### src/rtl/caminho_dados_v2.sv
// Register-file datapath with PC/SP/IR/MAR/MDR/CCR, two source buses and a
// three-state memory handshake (idle, request, done) with latched address/write data.
module caminho_dados_v2 #(
  parameter int unsigned WIDTH = 8,
  parameter int unsigned NREGS = 4,
  localparam int unsigned RW = $clog2(NREGS),
  localparam int unsigned SW = RW + 1
) (
  input  logic             clock,
  input  logic             reset,
  input  logic [SW-1:0]    bus1_sel,
  input  logic [1:0]       bus2_sel,
  input  logic             reg_load,
  input  logic [RW-1:0]    reg_dst,
  input  logic             pc_load,
  input  logic             pc_inc,
  input  logic             ir_load,
  input  logic             mar_load,
  input  logic             ccr_load,
  input  logic             sp_push,
  input  logic             sp_pop,
  input  logic             mem_rd,
  input  logic             mem_wr,
  input  logic             mem_ack,
  input  logic [WIDTH-1:0] mem_rdata,
  input  logic [WIDTH-1:0] alu_result,
  input  logic [3:0]       nzvc,
  output logic             mem_req,
  output logic             mem_we,
  output logic [WIDTH-1:0] address,
  output logic [WIDTH-1:0] mem_wdata,
  output logic [WIDTH-1:0] bus1_out,
  output logic [WIDTH-1:0] IR,
  output logic [WIDTH-1:0] PC,
  output logic [WIDTH-1:0] SP,
  output logic [WIDTH-1:0] MAR,
  output logic [WIDTH-1:0] MDR,
  output logic [3:0]       CCR,
  output logic             busy,
  output logic             done,
  output logic             stack_err
);

  typedef enum logic [1:0] {StIdle, StReq, StDone} mem_state_e;

  mem_state_e       state_q, state_d;
  logic [WIDTH-1:0] regs_q [NREGS];
  logic [WIDTH-1:0] regs_d [NREGS];
  logic [WIDTH-1:0] pc_q, pc_d;
  logic [WIDTH-1:0] ir_q, ir_d;
  logic [WIDTH-1:0] mar_q, mar_d;
  logic [WIDTH-1:0] mdr_q, mdr_d;
  logic [WIDTH-1:0] sp_q, sp_d;
  logic [3:0]       ccr_q, ccr_d;
  logic [WIDTH-1:0] addr_q, addr_d;
  logic [WIDTH-1:0] wdata_q, wdata_d;
  logic             we_q, we_d;
  logic             err_q, err_d;
  logic [WIDTH-1:0] bus1, bus2;

  // Bus1: MSB clear selects a general register, set selects a special register.
  always_comb begin
    bus1 = '0;
    if (!bus1_sel[SW-1]) begin
      bus1 = regs_q[bus1_sel[RW-1:0]];
    end else if (bus1_sel[RW-1:0] == RW'(0)) begin
      bus1 = pc_q;
    end else if (bus1_sel[RW-1:0] == RW'(1)) begin
      bus1 = sp_q;
    end else if (bus1_sel[RW-1:0] == RW'(2)) begin
      bus1 = mdr_q;
    end
  end

  always_comb begin
    bus2 = bus1;
    case (bus2_sel)
      2'b00:   bus2 = bus1;
      2'b01:   bus2 = WIDTH'(1);
      2'b10:   bus2 = mdr_q;
      default: bus2 = alu_result;
    endcase
  end

  always_comb begin
    regs_d = regs_q;
    if (reg_load) begin
      regs_d[reg_dst] = bus2;
    end
  end

  always_comb begin
    pc_d  = pc_q;
    ir_d  = ir_q;
    mar_d = mar_q;
    ccr_d = ccr_q;
    if (pc_load) begin
      pc_d = bus2;
    end else if (pc_inc) begin
      pc_d = pc_q + WIDTH'(1);
    end
    if (ir_load) begin
      ir_d = bus2;
    end
    if (mar_load) begin
      mar_d = bus2;
    end
    if (ccr_load) begin
      ccr_d = nzvc;
    end
  end

  // Over/underflowing stack operations are refused and latch a sticky fault.
  always_comb begin
    sp_d  = sp_q;
    err_d = err_q;
    if (sp_push && !sp_pop) begin
      if (sp_q == '0) begin
        err_d = 1'b1;
      end else begin
        sp_d = sp_q - WIDTH'(1);
      end
    end else if (sp_pop && !sp_push) begin
      if (sp_q == '1) begin
        err_d = 1'b1;
      end else begin
        sp_d = sp_q + WIDTH'(1);
      end
    end
  end

  always_comb begin
    state_d = state_q;
    addr_d  = addr_q;
    wdata_d = wdata_q;
    we_d    = we_q;
    mdr_d   = mdr_q;
    unique case (state_q)
      StIdle: begin
        if (mem_rd || mem_wr) begin
          state_d = StReq;
          addr_d  = mar_q;
          wdata_d = bus1;
          we_d    = !mem_rd;
        end
      end
      StReq: begin
        if (mem_ack) begin
          state_d = StDone;
          if (!we_q) begin
            mdr_d = mem_rdata;
          end
        end
      end
      StDone: begin
        state_d = StIdle;
      end
      default: begin
        state_d = StIdle;
      end
    endcase
  end

  always_ff @(posedge clock or negedge reset) begin
    if (!reset) begin
      for (int i = 0; i < int'(NREGS); i++) begin
        regs_q[i] <= '0;
      end
      state_q <= StIdle;
      pc_q    <= '0;
      ir_q    <= '0;
      mar_q   <= '0;
      mdr_q   <= '0;
      sp_q    <= '1;
      ccr_q   <= '0;
      addr_q  <= '0;
      wdata_q <= '0;
      we_q    <= 1'b0;
      err_q   <= 1'b0;
    end else begin
      regs_q  <= regs_d;
      state_q <= state_d;
      pc_q    <= pc_d;
      ir_q    <= ir_d;
      mar_q   <= mar_d;
      mdr_q   <= mdr_d;
      sp_q    <= sp_d;
      ccr_q   <= ccr_d;
      addr_q  <= addr_d;
      wdata_q <= wdata_d;
      we_q    <= we_d;
      err_q   <= err_d;
    end
  end

  // Handshake outputs decode straight from state so reset drops them at once.
  assign mem_req   = (state_q == StReq);
  assign mem_we    = (state_q == StReq) && we_q;
  assign busy      = (state_q != StIdle);
  assign done      = (state_q == StDone);
  assign address   = addr_q;
  assign mem_wdata = wdata_q;
  assign bus1_out  = bus1;
  assign IR        = ir_q;
  assign PC        = pc_q;
  assign SP        = sp_q;
  assign MAR       = mar_q;
  assign MDR       = mdr_q;
  assign CCR       = ccr_q;
  assign stack_err = err_q;

endmodule

### config.mk
export PLATFORM = sky130hd
export DESIGN_NAME = caminho_dados_v2
export DESIGN_NICKNAME = d
export VERILOG_FILES = /design/src/rtl/caminho_dados_v2.sv
export SDC_FILE = /design/constraint.sdc
export NUM_CORES = 1
export LEC_CHECK = 0
export ABC_AREA = 1
export ABC_CLOCK_PERIOD_IN_PS = 1800
export CORE_MARGIN = 3
export CORE_UTILIZATION = 51
export DETAILED_ROUTE_END_ITERATION = 16
export PLACE_DENSITY = 0.81
export SLEW_MARGIN = 20
export SYNTH_ARGS = -nofsm -noshare
export SYNTH_HDL_FRONTEND = slang
export SYNTH_SLANG_ARGS = --single-unit
### constraint.sdc
create_clock -name clock -period 1.8 [get_ports clock]
set_input_delay 0.36 -clock clock [delete_from_list [all_inputs] [get_ports clock]]
set_output_delay 0.36 -clock clock [all_outputs]
set_load 0.005 [all_outputs]
## After elaboration in Yosys (flattened, before gate mapping)

Cells that the tools add are included.

| storage, ports and cells | value |
|---|---|
| register bits after elaboration | 96 |
| latch bits | 0 |
| bits in writable memories | 0 |
| bits in read-only memories | 0 |
| bits of input ports | 40 |
| output and inout bits | 73 |
| word-level logic and storage cells | 81 |
| memories kept | 0 |

| operators by class | value |
|---|---|
| add/sub/neg operators | 3 |
| $mul | 0 |
| divide/modulo/power cells | 0 |
| $lt $le $gt $ge | 3 |
| equal/unequal tests | 12 |
| shift operators | 0 |
| multiplexer cells | 24 |
| bitwise operators | 3 |
| reductions and logical operators | 21 |

Operators with widths:

| operator | number |
|---|---|
| 8-bit 2-to-1 mux | 13 |
| 32-bit bitwise mux | 1 |
| 8-bit case mux with 3 select lines | 1 |
| 8-bit by 1-bit adder with 8-bit output, second input constant | 2 |
| 8-bit binary-select mux with 2-bit select | 1 |
| 8-bit demux with 2-bit select | 1 |
| 3-bit AND reduction | 3 |
| 8-bit equality test, second input constant | 1 |
| 8-bit zero test | 1 |
| 2-bit != test, second input constant | 4 |
| 2-bit nonzero test | 4 |
| 8-bit by 1-bit subtractor with 8-bit output, second input constant | 1 |
| 2-bit by 1-bit equality test with 1-bit output, second input constant | 3 |
| 2-bit equality test, second input constant | 3 |
| 3-bit greater-or-equal comparator, second input constant | 2 |
| 2-bit zero test | 3 |
| 2-bit inverter with 3-bit output | 2 |
| 1-bit logical AND | 4 |
| 1-bit 2-to-1 mux | 4 |
| 2-bit 2-to-1 mux | 2 |
| 2-bit case mux with 2 select lines | 1 |
| 2-bit AND reduction | 2 |
| 1-bit zero test | 3 |
| 3-bit by 1-bit < comparator with 1-bit output, second input constant | 1 |
| 3 further kinds | 3 |

## Logic depth before layout (Yosys ltp)

| depth | value |
|---|---|
| depth after elaboration | 7 |
| mapped depth | 15 |
| mapped depth without buffers | 14 |

## Worst setup path before layout

OpenSTA, ideal clock, no wires.

| timing | value |
|---|---|
| path kind | input -> register |
| start point | input port sp_pop |
| end point | register sp_q[6], in the netlist SP[6] |
| library setup time | 0.060 ns |
| data arrival time | 1.663 ns |
| setup slack | 0.077 ns |
| stages on the path | 12 |
| buffers on the path | 1 |
| cells stage by stage | inv_1 -> ha_1 -> buf_4 -> nand2_1 -> nand2_1 -> ha_1 -> or2_2 -> nand3_1 -> nand3_1 -> nand2_1 -> nand3_1 -> nand2_1 |

| on the way | value |
|---|---|
| cells in the longest elaborated chain, start to end | 4 |
| elaborated cells on any way between the ends | 8 |
| classes of those cells | eq/ne: 2; mux: 1; reduce/logical: 5 |

RTL lines:

| item | line | RTL |
|---|---|---|
| start: declaration | 21 | `input logic sp_pop,` |
| 1-bit zero test | 117 | `if (sp_push && !sp_pop) begin` |
| 1-bit logical AND | 117 |  |
| 2-bit != test (no line) / 2-bit nonzero test (equally long branches) | -- |  |
| 3-bit AND reduction (no line) | -- |  |
| end signal: assignment | 187 | `sp_q <= sp_d;` |
| end: declaration | 53 | `logic [WIDTH-1:0] sp_q, sp_d;` |

Parallel ways exist; a longest one is shown, timed or not.
A chain may end at the register's enable or synchronous reset.

## Final worst setup path

| timing | value |
|---|---|
| start point | register sp_q[2], in the netlist SP[2] |
| end point | output port bus1_out[2] |

| on the way | value |
|---|---|
| cells in the longest elaborated chain, start to end | 3 |

RTL lines:

| item | line | RTL |
|---|---|---|
| 8-bit 2-to-1 mux | 68 | `end else if (bus1_sel[RW-1:0] == RW'(1)) begin` |
| 8-bit 2-to-1 mux | 66 | `end else if (bus1_sel[RW-1:0] == RW'(0)) begin` |
| 8-bit 2-to-1 mux | 64 | `if (!bus1_sel[SW-1]) begin` |
| end: declaration | 32 | `output logic [WIDTH-1:0] bus1_out,` |

Every way passes these cells.

==> flow_metrics.env <==
export IMPL_antenna_left=0
export IMPL_hold_class="in -> async"
export IMPL_synth_area_top_cells="dfrtp_1 44%, nand2_1 25%, dfstp_2 4.2%, inv_1 3.3%, nand3_1 2.8%"
export IMPL_cp_startpoint="SP[2]$_DFFE_PN1P_"
export IMPL_syn2layout_area_growth_pct=43.3
export IMPL_slew_headroom=0.600
export IMPL_crit_path_max_fanout=2
export IMPL_ys_warn_count=0
export IMPL_grt_pass1_vias=4804
export IMPL_synthArstFlopShare=1.00
export IMPL_synth_edf_count=0
export IMPL_finalMaxSlewViolations=0
export IMPL_top_usage_layer="met2"
export IMPL_cts_sinks=96
export IMPL_synth_cells=668
export IMPL_ys_seq_area_frac=0.484
export IMPL_ir_drop_mv=0.781
export IMPL_timing_hold_ws_ns=0.00855
export IMPL_status="finished with violations"
export IMPL_io_pins=113
export IMPL_setup_viol=9
export IMPL_initial_utilization=0.532
export IMPL_antenna_diode_count=0
export IMPL_avgSynthCellArea_um2=7.47
export IMPL_wl_per_cell_um=15.7
export IMPL_fin_crit_ns=1.86
export IMPL_cts_path_max_buffers=2
export IMPL_grt_use_met3=0.0568
export IMPL_coreArea_mm2=0.00937
export IMPL_hpwl_mm=11.4
export IMPL_h_tree_depth=3
export IMPL_synth_top_area_frac=0.441
export IMPL_clock_skew_ns=0.00967
export IMPL_critical_path_class="reg -> out"
export IMPL_drt_initial_drc_count=350
export IMPL_grt_total_usage=0.281
export IMPL_synthFlopType="dfrtp_1"
export IMPL_synth_seq_cells=96
export IMPL_start_kind="flip-flop"
export IMPL_worst_pin_slew_ns=0.597
export IMPL_fp_dieArea_mm2=0.0110
export IMPL_portBuffers=112
export IMPL_firstDrtPassIters=4
export IMPL_fin_area_mm2=0.00715
export IMPL_ys_types=35
export IMPL_critPathCaptureType="primary output"
export IMPL_fin_nets=898
export IMPL_die_w_um=105
export IMPL_hold_viol_final=0
export IMPL_p_leak_nw=3.79
export IMPL_netlist_area_mm2=0.00499
export IMPL_p_per_area_mw_per_mm2=1270
export IMPL_std_cell_rows=35
export IMPL_drt_wl_total_mm=15.5
export IMPL_avgViaCountPerCell=5.09
export IMPL_post_route_period_util=1.03
export IMPL_met1_usage=0.388
export IMPL_drive_gt1_frac=0.226
export IMPL_grt_max_degree=97
export IMPL_violations="negative setup slack"
export IMPL_timing_fmax_mhz=539
export IMPL_clkTransAtPathRegs_ns=0.10
export IMPL_yosysMostFrequentCell="nand2_1"
export IMPL_gp_congestion=0.922
export IMPL_grt_util_met2=0.449
export IMPL_cts_tree="yes"
export IMPL_cts_root_buffer="clkbuf_8"
export IMPL_setup_ws_ns=-0.0562
export IMPL_cap_violations=0
export IMPL_cts_buffers=9
export IMPL_antenna_found_initial=0
export IMPL_drc=0
export IMPL_overflow=0
export IMPL_grt_pass1_wl_mm=24.7
export IMPL_required_ns=1.44
export IMPL_r2r_start="SP[2]$_DFFE_PN1P_"
export IMPL_syn_nets=712
export IMPL_vias=5026
export IMPL_yosys_area_top_type="dfrtp_1"
export IMPL_clk_latency_ns=0.37
export IMPL_synth_common_cells="328 x nand2_1, 88 x dfrtp_1, 44 x inv_1"
export IMPL_rsz0062_at_grt="true"
export IMPL_place_area_mm2=0.00669
export IMPL_cp_arrival_ns=1.50
export IMPL_die_height_um=105
[worst paths after layout]
path	to	slack (ns)	cells past startpoint
worst max-delay path	bus1_out[2]	-0.06	6
worst min-delay path	MDR[3]$_DFFE_PN0P_	0.009	2
worst max register to register	MAR[2]$_DFFE_PN0P_	0.01	13
worst min register to register	address[4]$_DFFE_PN0P_	0.48	2
max in group asynchronous	SP[3]$_DFFE_PN1P_	1.36	2
min in group clock	address[4]$_DFFE_PN0P_	0.48	2
[cells in the final DEF (no fill, tap or decap), drive strengths merged]
cell type and instances:
inv 60, nor2 36, mux2 9, and2 9, nand3b 2, nand3 30, a22o 2, buf 88
a21o 1, dlymetal6s2s 4, ha 4, xnor2 2, nand2 335, dfrtp 88, o21ai 42, or2 1
o211ai 1, nor3 10, clkinv 4, clkdlybuf4s50 86, clkdlybuf4s15 1, clkbuf 9, nand4 1, o22ai 1
dlygate4sd2 11, xor2 7, a21oi 7, dfstp 8
[sequential cells by signal, summed over array words and instances (netlist names)]
| signal | cells |
|---|---|
| state_q | 2 |
| IR | 8 |
| mem_wdata | 8 |
| stack_err | 1 |
| we_q | 1 |
| PC | 8 |
| CCR | 4 |
| address | 8 |
| MDR | 8 |
| SP | 8 |
| MAR | 8 |
| regs_q | 32 |
[critical path, stage by stage, from the launching register on]
cell	delay (ns)
dfstp_2	0.54
o21ai_1	0.05
o21ai_1	0.08
o21ai_1	0.10
nand2_1	0.11
and2_4	0.16
buf_6	0.09
[report_power, final]
group / switching, mW / internal [mW] / leakage, nW / total, mW
Sequential: 0.451 / 2.88 / 1.19 / 3.33
Combinational: 2.11 / 2.23 / 2.50 / 4.34
Clock: 0.832 / 0.545 / 0.102 / 1.38
Total: 3.39 / 5.66 / 3.79 / 9.05
[cells by family (layout without fill, tap and decap cells)]
logic type / count (synthesis) / after routing / share of synthesized area
AND/OR/NAND/NOR: 424 / 424 / 0.354
AO/OA/AOI/OAI: 54 / 54 / 0.0569
flip-flops: 96 / 96 / 0.484
adder cells (fa/ha/maj): 4 / 4 / 0.0100
multiplexers: 9 / 9 / 0.0203
buffers and inverters: 72 / 263 / 0.0597
XOR/XNOR: 9 / 9 / 0.0158
[metal layers]
metal	routed length (um)	part of all wire
met5	0	0
met1	6780	0.44
met3	1090	0.070
met2	7360	0.47
met4	275	0.018
[metrics by stage]
stage          utilization  total power [mW]  TNS, ns  worst slack, ns  std cells
6_report             0.763              9.05   -0.227          -0.0562        988
5_1_grt              0.763              9.63    -1.20           -0.127        988
4_1_cts              0.745              8.87   -0.283          -0.0669        982
3_5_place_dp         0.714              7.42   -25.26           -0.763        956
3_3_place_gp         0.714              7.34   -23.18           -0.735        956
2_1_floorplan            -              5.04        0           0.0766        668
[area by class of cell]
cell class,instances,area [um^2]
clock buffer,9,124
clock inverter,7,72.6
fill,728,2220
inverter,57,216
multi-input combinational,500,2410
sequential,96,2410
tap,129,161
timing repair buffer,190,1760
[timing repair]
action / CTS / global route
hold buffers: 0 / 0
buffers inserted: 10 / 6
resized for setup: 77 / 37
pin swaps: 14 / 15
endpoints found under the setup margin: 28 / 23
gates cloned: 0 / 0
(Power assumes the default switching activity.)
